===== src/rtl/bit32_seq_mult_pkg.sv =====
// bit32_seq_mult_pkg: shared widths, iteration count and FSM state encoding
package bit32_seq_mult_pkg;
  localparam int DATA_W = 32;
  localparam int ITERS = 32;
  localparam int CNT_BITS = 6;
  typedef enum logic [1:0] {IDLE = 2'b00, RUN = 2'b01, DONE = 2'b10} state_t;
endpackage


===== src/rtl/bit32_fadder.sv =====
// bit32_fadder: combinational 32-bit adder with carry-in and carry-out
module bit32_fadder
  import bit32_seq_mult_pkg::*;
(
  output logic [DATA_W-1:0] out,
  output logic              carry,
  input  logic              cin,
  input  logic [DATA_W-1:0] in1,
  input  logic [DATA_W-1:0] in2
);
  assign {carry, out} = {1'b0, in1} + {1'b0, in2} + {{DATA_W{1'b0}}, cin};
endmodule


===== src/rtl/bit32_seq_mult.sv =====
// bit32_seq_mult: 32x32 unsigned shift-and-add multiplier, one iteration per clock
module bit32_seq_mult
  import bit32_seq_mult_pkg::*;
#(
  parameter int WIDTH = DATA_W,
  parameter int CNT_W = CNT_BITS
) (
  input  logic               clk,
  input  logic               rst,
  input  logic               start,
  input  logic [WIDTH-1:0]   in1,
  input  logic [WIDTH-1:0]   in2,
  output logic               busy,
  output logic               done,
  output logic [2*WIDTH-1:0] product
);
  state_t             r_state, w_next;
  logic [WIDTH-1:0]   r_mcand;
  logic [2*WIDTH-1:0] r_prod;
  logic [CNT_W-1:0]   r_cnt;
  logic [WIDTH-1:0]   w_sum;
  logic               w_carry;
  logic [WIDTH:0]     w_sum33;
  logic               w_accept;
  bit32_fadder u_add (
    .out  (w_sum),
    .carry(w_carry),
    .cin  (1'b0),
    .in1  (r_prod[2*WIDTH-1:WIDTH]),
    .in2  (r_mcand)
  );
  assign w_accept = (r_state == IDLE) && start;
  // carry is kept as bit 32 so the right shift moves it into product[63]
  assign w_sum33 = r_prod[0] ? {w_carry, w_sum} : {1'b0, r_prod[2*WIDTH-1:WIDTH]};
  always_comb begin
    w_next = r_state;
    w_next = w_accept ? RUN
           : (r_state == RUN && r_cnt == CNT_W'(ITERS - 1)) ? DONE
           : (r_state == DONE) ? IDLE
           : r_state;
  end
  always_ff @(posedge clk) begin
    if (rst) begin
      r_state <= IDLE;
      r_mcand <= '0;
      r_prod  <= '0;
      r_cnt   <= '0;
    end else begin
      r_state <= w_next;
      if (w_accept) begin
        r_mcand <= in1;
        r_prod  <= {{WIDTH{1'b0}}, in2};
        r_cnt   <= '0;
      end else if (r_state == RUN) begin
        r_prod <= {w_sum33, r_prod[WIDTH-1:1]};
        r_cnt  <= r_cnt + 1'b1;
      end
    end
  end
  assign busy    = (r_state == RUN);
  assign done    = (r_state == DONE);
  assign product = r_prod;
endmodule


===== config.mk =====
export PLATFORM = sky130hd
export DESIGN_NAME = bit32_seq_mult
export DESIGN_NICKNAME = d
export VERILOG_FILES = /design/src/rtl/bit32_seq_mult_pkg.sv /design/src/rtl/bit32_fadder.sv /design/src/rtl/bit32_seq_mult.sv
export SDC_FILE = /design/constraint.sdc
export NUM_CORES = 1
export LEC_CHECK = 0
export BUFFER_PORTS_ARGS = -buffer_cell sky130_fd_sc_hd__buf_2
export CORE_UTILIZATION = 30
export CTS_CLUSTER_DIAMETER = 200
export DETAILED_ROUTE_END_ITERATION = 16
export PLACE_DENSITY = 0.45
export SYNTH_ARGS = -nofsm -noshare
export SYNTH_HDL_FRONTEND = slang
export SYNTH_HIERARCHICAL = 1
export SYNTH_SLANG_ARGS = --single-unit
export TNS_END_PERCENT = 100

===== constraint.sdc =====
create_clock -name clk -period 4 [get_ports clk]
set_input_delay 0.4 -clock clk [delete_from_list [all_inputs] [get_ports clk]]
set_output_delay 0.4 -clock clk [all_outputs]
set_load 0.1 [all_outputs]

==> results of run 1 <==
-- stage by stage --
step                      worst slack, ns  utilization [%]  hold slack (ns)
after detailed placement            0.833             34.9            0.494
after floorplan                     0.580                -            0.456
after global placement              0.900             34.9            0.474
final                               0.784             36.5            0.270
after CTS                           0.796             36.5            0.261
after global routing                0.582             36.5            0.275
-- state kept, by name (all words and copies together) (netlist names) --
name and count:
r_mcand 32, r_cnt 6, r_state 2, product 64
-- where the power goes --
| part | switching (mW) | total, mW | internal [mW] | leakage (nW) |
|---|---|---|---|---|
| clock network | 0.439 | 0.951 | 0.512 | 0.151 |
| logic | 0.653 | 0.884 | 0.231 | 2.18 |
| registers | 0.0640 | 1.17 | 1.11 | 0.855 |
| total | 1.16 | 3.01 | 1.85 | 3.18 |
-- area by class of cell --
type	count	area [um2]	share of cell area [%]
multi-input cells	538	3710	51.7
flip-flops and latches	104	2080	29.0
repair buffers	137	698	9.73
well taps	265	332	4.62
clock buffers	10	239	3.33
clock inverters	6	75.1	1.05
inverters	11	41.3	0.575
-- worst max path at each step --
stage / end / startpoint / slack (ns)
2_1_floorplan: product[51]$_SDFFE_PP0P_ / product[32]$_SDFFE_PP0P_ / 0.58
3_3_place_gp: product[51]$_SDFFE_PP0P_ / product[32]$_SDFFE_PP0P_ / 0.90
3_5_place_dp: product[59]$_SDFFE_PP0P_ / product[32]$_SDFFE_PP0P_ / 0.83
4_1_cts: product[59]$_SDFFE_PP0P_ / product[32]$_SDFFE_PP0P_ / 0.80
5_1_grt: product[59]$_SDFFE_PP0P_ / product[32]$_SDFFE_PP0P_ / 0.58
6_report: product[51]$_SDFFE_PP0P_ / product[32]$_SDFFE_PP0P_ / 0.78
-- Yosys cell counts (all sizes together) (2+ instances only) --
cell type,count
nand4,9
nand3,7
nand3b,2
and3,4
o22ai,31
xor2,16
o211ai,5
o21ai,25
o21a,4
mux2i,65
a21oi,41
or3,9
clkbuf,16
a211o,3
dfxtp,104
a2111oi,3
buf,29
a211oi,68
inv,10
xnor2,11
a21o,13
fa,2
o21bai,6
nand2b,2
a21boi,2
nor2b,2
o31ai,4
nand2,28
ha,32
nor2,118
nor3,7
nor3b,2
or2,2
-- routing by layer --
layer | share of wire [%] | wire length, um | vias up | global-route usage [%]
met2 | 44 | 7360 | 135 | 25.6
li1 | - | - | 2781 | -
met4 | 1.2 | 193 | 2 | 5.93
met5 | 0.060 | 10 | - | 0
met1 | 49 | 8110 | 2560 | 21.6
met3 | 5.4 | 893 | 13 | 3.71
-- worst max-delay path: stages, from the launching register on --
cell,delay (ns)
dfxtp_1,0.35
fa_1,0.49
fa_1,0.43
a21oi_1,0.23
o32ai_1,0.15
o211ai_2,0.35
a2111oi_2,0.15
o21bai_1,0.33
nor4bb_1,0.27
nor3b_1,0.10
mux2i_1,0.14
a211oi_1,0.08
-- kinds of logic (layout without fill, tap and decap cells) --
group | count (synthesis) | count (layout) | synth area share, %
other cells | 1 | 1 | 0.0617
fa+ha+maj | 34 | 34 | 7.24
mux | 66 | 66 | 10.9
buf+inv | 56 | 164 | 5.00
xor+xnor | 27 | 27 | 3.89
simple gates | 198 | 198 | 14.8
flops | 104 | 104 | 34.2
compound gates | 212 | 212 | 23.9
==> impl_metrics.tcl, run 1 <==
set metrics [dict create \
    outcome "finished, final reports clean" \
    synth-seq-cells 104 \
    place_area_um2 6860 \
    antenna_left 0 \
    synth_edf_count 0 \
    die_area_um2 20800 \
    ctsResizeCount 0 \
    ios 133 \
    grt_max_degree 67 \
    drc_errors 0 \
    rsz0062_at_grt "no" \
    htreeDepth 3 \
    timing.fmax_mhz 311 \
    crit_path_start_kind "flip-flop" \
    worst_pin_slew_ns 1.26 \
    antenna_cells 0 \
    synth-main-ff-cell "dfxtp_1" \
    p_per_area_nw_per_um2 419 \
    layout_commonest_cell "buf_2" \
    grt_first_pass_wirelength_um 26700 \
    fp.dieW_um 144 \
    dp.cells 1055 \
    synth_warnings 6 \
    irDropWorstVdd_mv 0.194 \
    clock-root-buffer "clkbuf_16" \
    dp_hpwl_um 11900 \
    numCtsBuffers 9 \
    place_congestion 0.828 \
    min_to "r_mcand[29]$_SDFFE_PP0N_" \
    cts_hold_buf 0 \
    reg2reg_depth 11 \
    maxCapViolCount 0 \
    setup_tns_ns 0 \
    cts_sinks 104 \
    firstDrtPassIters 4 \
    core_area_um2 19700 \
    synth_area_um2 6080 \
    critPathArrivalTime_ns 3.42 \
    nNetsFinal 902 \
    track_usage_pct 16.3 \
    ys_seq_area_share_pct 34.2 \
    n_fill_cell 2126 \
    most-common-layout-cells "buf_2 (132), nor2_1 (118), dfxtp_1 (103), a211oi_1 (66), mux2i_1 (65)" \
    wl_per_cell_um 15.5 \
    critPathKind "reg2reg" \
    portBuffers 132 \
    cp-end-kind "flip-flop" \
    syn_area_per_cell_um2 8.71 \
    drtIter0Drc 224 \
    worstPathRequired_ns 4.21 \
    setup_violations 0 \
    vias 5491 \
    r2r_slack_ns 0.78 \
    hp-start "in1[29]" \
    antenna_found_initial 1 \
    clock_latency_ns 0.36 \
    power.leakage_nw 3.18 \
    finalCritPeriodShare_pct 80.4 \
    viasPerCell 5.13 \
    fin_crit_ns 3.22 \
    synth_fp_nets 799 \
    hp-class "in2reg" \
    hold_path_depth 3 \
    rr_startpoint "product[32]$_SDFFE_PP0P_" \
    syn_to_final_growth_pct 18.0 \
    drive_gt1_share_pct 21.2 \
    die_h_um 144 \
    cts_setup_buffers 0 \
    cts_max_path_buffers 2 \
    synth_top_cell_by_area "dfxtp_1" \
    maxSlewHeadroom_pct 16.1 \
    grt_pass1_vias 5110 \
    synth_cells 698 \
    synth_top_area_share_pct 34.2 \
    clk_pin_slew_ns 0.08 \
    synth_top_cells_by_area "dfxtp_1 (34%), mux2i_1 (11%), a211oi_1 (8.1%)" \
    final-hold-violation-count 0 \
    start_util_pct 30.9 \
    worst-path-max-fanout 4 \
    grt_overflow 0 \
    routed_wl_um 16600 \
    finalInstanceArea_um2 7180 \
    r2r_end "product[51]$_SDFFE_PP0P_" \
    ys_types 64 \
    rows 51 \
    p_total_mw 3.01 \
    fin_worst_skew_ns 0.0118 \
    async_reset_ff_share_pct 0 \
    slew_violations 0 \
    cts_tree "done" \
    final_cells 1071 \
]
Note: power is estimated with default switching activity, not from simulation.
==> run 2, diff against run 1 <==
Settings changed: PLACE_DENSITY 0.45 to 0.47.
Clock period 4 ns to 2.6 ns, I/O delays scaled along.
==> run 2 against run 1 <==
Effect of this change:
- the flow now finishes with violations (setup timing)
- combinational power rose by 66%
- global-route usage increased by 0.40 points
- first-iteration DRC count shrank 4.0%
- die area is the same
- critical endpoint is now product[59]$_SDFFE_PP0P_
- non-clock buffer count increased by 60
- final area is 11% higher
- critical path type unchanged
- register-to-register slack lost 0.99 ns
- setup slack got worse by 0.99 ns
- cell count is 5.6% higher
- clock power up 41%
- via count grew 2.9%
==> impl_metrics.tcl, run 2 (same netlist as run 1, synthesis figures left out) <==
set metrics [dict create \
    layout_setup_ws_ns -0.209 \
    htreeDepth 3 \
    cts_tree "done" \
    p_total_mw 4.62 \
    numCtsBuffers 9 \
    die_area_um2 20800 \
    final-hold-violation-count 0 \
    hp-start "in1[28]" \
    worstPathRequired_ns 2.87 \
    outcome "complete, but fails checks" \
    grt_pass1_vias 5339 \
    crit_path_start_kind "flip-flop" \
    cp.buffers_inverters 1 \
    most-common-layout-cells "buf_2 (132), nor2_1 (117), dfxtp_1 (74), mux2i_1 (65), a211oi_1 (63)" \
    cp-end-kind "flip-flop" \
    sequentialPowerShare_pct 39.3 \
    die_h_um 144 \
    critPathArrivalTime_ns 3.08 \
    setup_violations 11 \
    wl_per_cell_um 15.0 \
    cts_hold_buf 0 \
    grt_max_degree 66 \
    timing.fmax_mhz 356 \
    clock_latency_ns 0.36 \
    fp.dieW_um 144 \
    dp_hpwl_um 12500 \
    hp-class "in2reg" \
    slowest_delay_ns 0.44 \
    drc_errors 0 \
    critical-path-slowest-cell "fa_2" \
    critical_path.cell_chain "fa_2 > fa_2 > a21oi_4 > o32ai_2 > o211ai_2 > buf_6 > a21o_1 > o21ai_4 > a21o_1 > a311oi_2 > mux2i_1 > a211oi_1" \
    rsz0062_at_grt "yes" \
    largest_reg_flops 64 \
    cts_sinks 104 \
    worst-path-max-fanout 4 \
    start_util_pct 30.9 \
    rr_startpoint "r_mcand[0]$_SDFFE_PP0N_" \
    dp_slack_ns -0.284 \
    worst_pin_slew_ns 0.992 \
    portBuffers 132 \
    fin_worst_skew_ns 0.0101 \
    p_switching_mw 1.79 \
    drtIter0Drc 215 \
    fin_crit_ns 2.81 \
    track_usage_pct 16.7 \
    grt_first_pass_wirelength_um 27300 \
    power.leakage_nw 3.50 \
    antenna_left 0 \
    antenna_cells 0 \
    startpoint "r_mcand[0]$_SDFFE_PP0N_" \
    layout_commonest_cell "buf_2" \
    irDropWorstVdd_mv 0.321 \
    clk_pin_slew_ns 0.08 \
    routed_wl_um 17000 \
    firstDrtPassIters 5 \
    maxSlewHeadroom_pct 33.8 \
    rows 51 \
    viasPerCell 4.99 \
    p_per_area_nw_per_um2 579 \
    finalCritPeriodShare_pct 108 \
    maxCapViolCount 0 \
    clock-root-buffer "clkbuf_16" \
    critPathKind "reg2reg" \
    vias 5649 \
    grt_overflow 0 \
    combPwrFrac_pct 31.8 \
    violations "setup timing" \
    ios 133 \
    core_area_um2 19700 \
    slew_violations 0 \
    internal_power_mw 2.83 \
    syn_to_final_growth_pct 31.3 \
    drive_gt1_share_pct 34.5 \
    sw_frac_of_total_pct 38.7 \
    nNetsFinal 962 \
    place_congestion 0.859 \
    antenna_found_initial 1 \
    pwr-share-clk_pct 29.0 \
    cpLargestDelayFamily "compound AO/OA/AOI/OAI gates" \
    cts_max_path_buffers 2 \
]
[run 2: changes by cell type in the layout (fill, tap and decap cells not counted), sizes merged]
| cell | before | now |
|---|---|---|
| buf | 137 | 197 |
| clkinvlp | 1 | 0 |
| clkinv | 3 | 5 |
| bufinv | 1 | 0 |
[run 2: final timing paths]
kind,slack [ns],end,cells past startpoint
worst min register to register,0.49,r_cnt[3]$_SDFFE_PP0P_,2
worst max register to register,-0.21,product[59]$_SDFFE_PP0P_,12
worst max-delay path,-0.21,product[59]$_SDFFE_PP0P_,12
worst min-delay path,0.14,r_mcand[28]$_SDFFE_PP0N_,3
[run 2: what timing repair did]
action,in CTS,in global routing
endpoints found under the setup margin,20,24
setup buffers,4,3
gates resized for setup,18,20
pin swaps,16,16
[run 2: power by group through the flow]
stage,Clock (mW),Combinational [mW],Sequential [mW]
2_1_floorplan,0,0.604,2.37
3_3_place_gp,0,1.43,1.85
3_5_place_dp,0,1.44,1.85
4_1_cts,1.40,1.46,1.82
5_1_grt,1.47,1.57,1.83
6_report,1.34,1.47,1.81
[run 2: per-layer routing]
metal  track usage [%]  wire length, um
met1              21.6             7890
met2              26.9             7740
met3              3.97             1060
met4              5.98              290
met5                 0               13
[run 2: through the flow]
stage / std cells / TNS (ns) / hold slack, ns / instance area [um2] / utilization (%)
detailed placement: 1108 / -2.76 / 0.492 / 7430 / 37.8
global placement: 1108 / -2.34 / 0.475 / 7430 / 37.8
finish: 1131 / -1.07 / 0.136 / 7990 / 40.6
CTS: 1128 / -1.03 / 0.125 / 7850 / 40.0
global route: 1131 / -3.49 / 0.133 / 7990 / 40.6
floorplan: 698 / -0.143 / 0.407 / 6240 / -
[run 2: area by class of cell]
type	instances	area, um2
sequential	104	2160
inverter	11	41.3
fill	2032	11700
timing repair buffer	197	1170
clock inverter	6	51.3
clock buffer	10	239
tap	265	332
multi-input combinational	538	3990
[run 2: worst min-delay path: cells and delay by family]
kind | cells | cell delay (ns)
mux | 1 | 0.05
buf+inv | 1 | 0.08
simple gates | 1 | 0.07
